`src/rtl/cross_bar_pkg.sv`:
```
// Shared configuration and FSM state type for the cross-bar arbiter slice.
package cross_bar_pkg;

  localparam int unsigned MASTER_N       = 4;
  localparam int unsigned WEIGHT_W       = 2;
  localparam int unsigned TIMEOUT_CYCLES = 256;

  typedef enum logic {
    ST_IDLE  = 1'b0,
    ST_GRANT = 1'b1
  } arb_state_e;

endpackage

```
`src/rtl/cross_bar_rr_pick.sv`:
```
// Masked round-robin pick: first requester at or after ptr, wrapping MASTER_N-1 -> 0.
module cross_bar_rr_pick #(
  parameter int unsigned MASTER_N = 4
) (
  input  logic [MASTER_N-1:0]         req,
  input  logic [$clog2(MASTER_N)-1:0] ptr,
  output logic [MASTER_N-1:0]         pick,
  output logic [$clog2(MASTER_N)-1:0] pick_idx,
  output logic                        pick_valid
);

  localparam int unsigned IDX_W = $clog2(MASTER_N);

  always_comb begin
    int unsigned j;
    pick       = '0;
    pick_idx   = '0;
    pick_valid = 1'b0;
    j          = 0;
    for (int unsigned off = 0; off < MASTER_N; off++) begin
      j = 32'(ptr) + off;
      if (j >= MASTER_N) j = j - MASTER_N;
      if (!pick_valid && req[j]) begin
        pick_valid = 1'b1;
        pick[j]    = 1'b1;
        pick_idx   = IDX_W'(j);
      end
    end
  end

endmodule

```
`src/rtl/cross_bar_wrr_arbiter.sv`:
```
// Weighted round-robin arbiter: a master with weight w holds w+1 consecutive grants.
// Optional grant watchdog enabled by defining CROSS_BAR_ARB_TIMEOUT_EN.
module cross_bar_wrr_arbiter #(
  parameter int unsigned MASTER_N       = cross_bar_pkg::MASTER_N,
  parameter int unsigned WEIGHT_W       = cross_bar_pkg::WEIGHT_W,
  parameter int unsigned TIMEOUT_CYCLES = cross_bar_pkg::TIMEOUT_CYCLES
) (
  input  logic                               clk,
  input  logic                               aresetn,
  input  logic [MASTER_N-1:0]                req,
  input  logic [MASTER_N-1:0][WEIGHT_W-1:0]  weight,
  input  logic                               done,
  output logic [MASTER_N-1:0]                grant,
  output logic [$clog2(MASTER_N)-1:0]        grant_idx,
  output logic                               timeout
);

  import cross_bar_pkg::*;

  localparam int unsigned IDX_W = $clog2(MASTER_N);

  arb_state_e                        state_q, state_d;
  logic [MASTER_N-1:0]               grant_q, grant_d;
  logic [IDX_W-1:0]                  owner_q, owner_d;
  logic [IDX_W-1:0]                  ptr_q, ptr_d;
  logic [MASTER_N-1:0][WEIGHT_W-1:0] credit_q, credit_d;
  // carry_q: ptr parked on the last owner because it still had credit left
  logic                              carry_q, carry_d;

  logic [MASTER_N-1:0] pick;
  logic [IDX_W-1:0]    pick_idx;
  logic                pick_valid;
  logic [IDX_W-1:0]    next_owner;
  logic                expire;

  cross_bar_rr_pick #(
    .MASTER_N(MASTER_N)
  ) u_pick (
    .req       (req),
    .ptr       (ptr_q),
    .pick      (pick),
    .pick_idx  (pick_idx),
    .pick_valid(pick_valid)
  );

  assign next_owner = (owner_q == IDX_W'(MASTER_N - 1)) ? '0 : owner_q + IDX_W'(1);

  always_comb begin
    state_d  = state_q;
    grant_d  = grant_q;
    owner_d  = owner_q;
    ptr_d    = ptr_q;
    credit_d = credit_q;
    carry_d  = carry_q;
    unique case (state_q)
      ST_IDLE: begin
        if (pick_valid) begin
          state_d = ST_GRANT;
          grant_d = pick;
          owner_d = pick_idx;
          carry_d = 1'b0;
          // Parked owner re-won: keep its remaining credit; otherwise drop it and load fresh.
          if (!(carry_q && (pick_idx == ptr_q))) begin
            if (carry_q) credit_d[ptr_q] = '0;
            credit_d[pick_idx] = weight[pick_idx];
          end
        end
      end
      ST_GRANT: begin
        if (done || expire) begin
          state_d = ST_IDLE;
          grant_d = '0;
          if (done && (credit_q[owner_q] != '0)) begin
            credit_d[owner_q] = credit_q[owner_q] - WEIGHT_W'(1);
            ptr_d             = owner_q;
            carry_d           = 1'b1;
          end else begin
            credit_d[owner_q] = '0;
            ptr_d             = next_owner;
            carry_d           = 1'b0;
          end
        end
      end
      default: state_d = ST_IDLE;
    endcase
  end

  always_ff @(posedge clk or negedge aresetn) begin
    if (!aresetn) begin
      state_q  <= ST_IDLE;
      grant_q  <= '0;
      owner_q  <= '0;
      ptr_q    <= '0;
      credit_q <= '0;
      carry_q  <= 1'b0;
    end else begin
      state_q  <= state_d;
      grant_q  <= grant_d;
      owner_q  <= owner_d;
      ptr_q    <= ptr_d;
      credit_q <= credit_d;
      carry_q  <= carry_d;
    end
  end

`ifdef CROSS_BAR_ARB_TIMEOUT_EN
  localparam int unsigned WD_W = $clog2(TIMEOUT_CYCLES + 1);

  logic [WD_W-1:0] wd_q;
  logic            timeout_q;

  // wd_q counts completed GRANT cycles; the TIMEOUT_CYCLES-th one releases.
  assign expire = (state_q == ST_GRANT) && (wd_q == WD_W'(TIMEOUT_CYCLES - 1));

  always_ff @(posedge clk or negedge aresetn) begin
    if (!aresetn) begin
      wd_q      <= '0;
      timeout_q <= 1'b0;
    end else begin
      timeout_q <= expire && !done;
      if ((state_q == ST_GRANT) && !done && !expire) wd_q <= wd_q + WD_W'(1);
      else                                           wd_q <= '0;
    end
  end

  assign timeout = timeout_q;
`else
  assign expire  = 1'b0;
  assign timeout = 1'b0;
`endif

  assign grant     = grant_q;
  assign grant_idx = owner_q;

endmodule

```
`config.mk`:
```
export PLATFORM = sky130hd
export DESIGN_NAME = cross_bar_wrr_arbiter
export DESIGN_NICKNAME = d
export VERILOG_FILES = /design/src/rtl/cross_bar_pkg.sv /design/src/rtl/cross_bar_rr_pick.sv /design/src/rtl/cross_bar_wrr_arbiter.sv
export SDC_FILE = /design/constraint.sdc
export NUM_CORES = 1
export LEC_CHECK = 0
export BUFFER_PORTS_ARGS = -buffer_cell sky130_fd_sc_hd__buf_2
export CORE_UTILIZATION = 52
export DETAILED_ROUTE_END_ITERATION = 6
export GPL_TIMING_DRIVEN = 0
export PLACE_DENSITY = 0.76
export SKIP_LAST_GASP = 1
export SYNTH_ARGS = -nofsm -noshare
export SYNTH_HDL_FRONTEND = slang
export SYNTH_SLANG_ARGS = --single-unit
```
`constraint.sdc`:
```
create_clock -name clk -period 2.8 [get_ports clk]
set_clock_uncertainty 0.15 [all_clocks]
set_input_delay 0.42 -clock clk [delete_from_list [all_inputs] [get_ports clk]]
set_output_delay 0.42 -clock clk [all_outputs]
set_load 0.1 [all_outputs]
```
==> results by group <==
Outcome
  – Status: completed

Timing
  – F_max: roughly 360 MHz
  – Rel. slew slack: 53.0%
  – Worst-margin pin slew: approximately 700 ps
  – Unrepaired setup endpoints after global routing: yes
  – Setup violators final: 0
  – Hold Slack: between 200 and 250 ps
  – Final Worst Setup Slack: approximately 52 ps
  – Final Critical Period: 2750 ps
  – Fin crit share: between 90 and 100%
  – Endpoints failing hold: 0
  – Slew Limit Fails: 0

Place
  – Hpwl dp: 3.21 mm
  – Pre-CTS setup slack: -220 ps
  – RD Place Congestion: about 0.84
  – I/O Buffers: 20

Synth
  – Post-synthesis sequential area ratio: a little over a quarter
  – Syn Area/Cell: roughly 9.0 um^2
  – Netlist cell types: 55
  – Top-area cell type share of the netlist area: between 20% and 30%
  – Cells after synthesis: between 150 and 200
  – EDFF count, synth: 0
  – Syn Nets: ~210
  – Asr flop ratio synth: 100%
  – Seq cells post-synth: 18
  – Synth area leader: dfrtp_1
  – Mapped Area: between 0.0015 and 0.002 mm^2
  – Most frequent cell after synthesis: dfrtp_1
  – Ys Warns: 0
  – Top cells by count, synth: dfrtp_1 (18), nand2_1 (17), inv_1 (12)
  – Synth Flop Type: dfrtp_1
  – Synth area leaders: dfrtp_1 (27%), ha_1 (6.7%), mux4_2 (6.7%), nand2_1 (3.8%), nand3_1 (3.3%)

Critical path
  – CP Capture Type: flop
  – Buf/Inv on CP: 3
  – R2R setup slack: approximately 52 ps
  – Cells along the critical path: buf_6 > inv_2 > ha_4 > mux4_2 > nor2b_4 > nor3_4 > nor3_4 > buf_12 > a211o_1 > a32o_1
  – Reg2Reg Depth: 10
  – Crit Path Category: reg2reg
  – Crit-path leading delay family: multiplexers
  – CP required: 2840 ps
  – Worst path slowest cell: mux4_2
  – Worst setup SP type: flop
  – Worst EP arrival: roughly 2800 ps
  – RR Endpoint: credit_q[6]$_DFFE_PN0P_
  – R2r startpoint: ptr_q[0]$_DFFE_PN0P_
  – Crit path largest cell delay: 530 ps
  – CP max FO: 11
  – Crit-path most repeated cell: nor3_4

Worst hold path
  – Hold Path Stages: 3
  – WHS Endpoint: credit_q[3]$_DFFE_PN0P_
  – HP Start: weight[3]
  – Hold WC Path Type: in2reg

Clock network
  – H-tree depth: 1
  – Clk_lat worst skew: ~300 ps
  – CTS sink count: 18
  – TritonCTS clock tree: yes
  – Total CTS buffers: 3
  – Clock root buffer master: clkbuf_4
  – Clock transition at the registers of the reported paths: 110 ps
  – Clock Tree Buf Depth: 2

Cells and area
  – # diodes: 0
  – Layout Nets: 245
  – P&R area growth vs syn: 18.0%
  – Fraction of layout cells with a size suffix above 1: between 20 and 30%
  – Fillers: around 260
  – Util after Layout: 65.2%

Floorplanning
  – Starting density of the core: about 55%
  – Total core area: approximately 0.0031 mm^2
  – Die Footprint: 0.00347 mm^2
  – Die W: approximately 59 um
  – Die height: just under 60 um
  – # IOs: 22
  – Num rows: 20

Pwr
  – Clock network fraction of design power: about 7%
  – Combinational share of power: roughly three quarters
  – P_leak: 0.000847 uW
  – Pint: 1160 uW
  – PD cells: between 1000 and 1500 mW/mm^2
  – Worst-case vdd ir drop: a little under 1 mV
  – Psw: ~1300 uW
  – Reg power frac: between 10% and 20%
  – Sw frac: between 50% and 60%

Global route
  – Initial antenna violation count: 0
  – First-pass GRT wire length: roughly 7.3 mm
  – GRT Util Overall: 27.9%
  – Vias in the first global route: ~1.6k
  – Largest net degree at the start of global routing: 19
  – Overflow after GRT: 0

Detailed routing
  – Via count: ~1.7k
  – Vias/cell: ~6.3
  – 1st-iter DRT viols: approximately 140
  – Met2 WL: 2.04 mm
  – Pre-antenna DRT Iters: 5
  – DR DRC count: 0
  – Post-route ant nets: 0
  – DRT Wirelength: around 4.4 mm
  – Metal3 WL: approximately 330 um
  – Top Metal Used: met4
  – Met1 wire length: between 1.5 and 2 mm
  – WL/cell: roughly 17 um

Job
  – Max-cap viol count: 0
==> metal layers <==
layer  vias up  global-route usage, %
met1       783                   37.8
met5         -                      0
met4         0                   9.18
li1        779                      -
met3        12                   5.71
met2        88                   44.5
==> power groups by stage <==
stage / combinational (uW) / clock, uW / sequential [uW]
after CTS: 1710 / 169 / 453
after detailed placement: 1580 / 0 / 481
after floorplan: 1000 / 0 / 741
final: 1790 / 166 / 453
after global routing: 1910 / 181 / 469
after global placement: 1530 / 0 / 470
==> through the flow <==
step                      std cells  cell area (um^2)  setup TNS (ps)  total power (uW)
after floorplan                 187              1710               0              1750
after global placement          251              1860            -678              2000
after detailed placement        251              1860           -1370              2060
after CTS                       261              1960               0              2330
after global routing            264              1990            -196              2560
final                           264              1990               0              2410
==> logic make-up (layout without fill, tap and decap cells) <==
logic type	after synthesis	after routing	share of synthesized area [%]
simple gates	63	63	22.0
flops	18	18	26.7
mux	7	7	7.94
buf+inv	23	56	6.90
fa+ha+maj	9	9	6.68
compound gates	66	66	29.5
other cells	1	1	0.223
==> worst max-delay path by stage <==
| stage | from | to | slack, ps | cells after the start |
|---|---|---|---|---|
| final | ptr_q[0]$_DFFE_PN0P_ | credit_q[6]$_DFFE_PN0P_ | 50 | 10 |
| after global routing | ptr_q[0]$_DFFE_PN0P_ | credit_q[6]$_DFFE_PN0P_ | -50 | 10 |
| after CTS | ptr_q[0]$_DFFE_PN0P_ | credit_q[5]$_DFFE_PN0P_ | 2 | 9 |
| after detailed placement | ptr_q[0]$_DFFE_PN0P_ | credit_q[6]$_DFFE_PN0P_ | -220 | 10 |
| after global placement | ptr_q[0]$_DFFE_PN0P_ | credit_q[6]$_DFFE_PN0P_ | -130 | 10 |
| after floorplan | ptr_q[0]$_DFFE_PN0P_ | credit_q[6]$_DFFE_PN0P_ | 30 | 10 |
==> layout make-up <==
class / count / area (um^2) / area share, %
buffer: 10 / 65.1 / 3.27
clock buffer: 4 / 36.3 / 1.82
inverter: 12 / 45.0 / 2.26
multi-input combinational: 146 / 1140 / 57.4
sequential: 18 / 455 / 22.9
tap: 44 / 55.1 / 2.77
timing repair buffer: 30 / 190 / 9.56
==> placed cells by master, fill, tap and decap left out, drive strengths merged, types with 3 or more instances in the layout <==
master,count
dfrtp,18
nor3,5
nand2,18
a31oi,4
inv,12
nor3b,7
a22oi,5
mux4,5
nand3b,3
a32oi,3
o21ai,14
a21oi,4
buf,33
o22ai,4
o211ai,5
clkbuf,10
nand3,11
ha,9
o21a,5
nor2,5
a32o,4
or3,3
==> sequential cells by signal (all words and copies together), names as in the netlist <==
signal and count:
carry_q 1, credit_q 8, grant 4, grant_idx 2, ptr_q 2, state_q 1
==> tightest hold or removal path: cells and delay by family <==
family | cells | cell delay (ps)
buf+inv | 1 | 70
simple gates | 1 | 60
compound gates | 1 | 80
==> timing repair <==
item                                    in CTS  in global routing
setup buffers                                6                  3
pin swaps                                    2                  2
hold buffers                                 1                  0
hold endpoints to repair                    18                  0
resized for setup                            2                  3
endpoints found under the setup margin       8                  8
gates cloned                                 0                  0
Note: power is estimated with default switching activity, not from simulation.
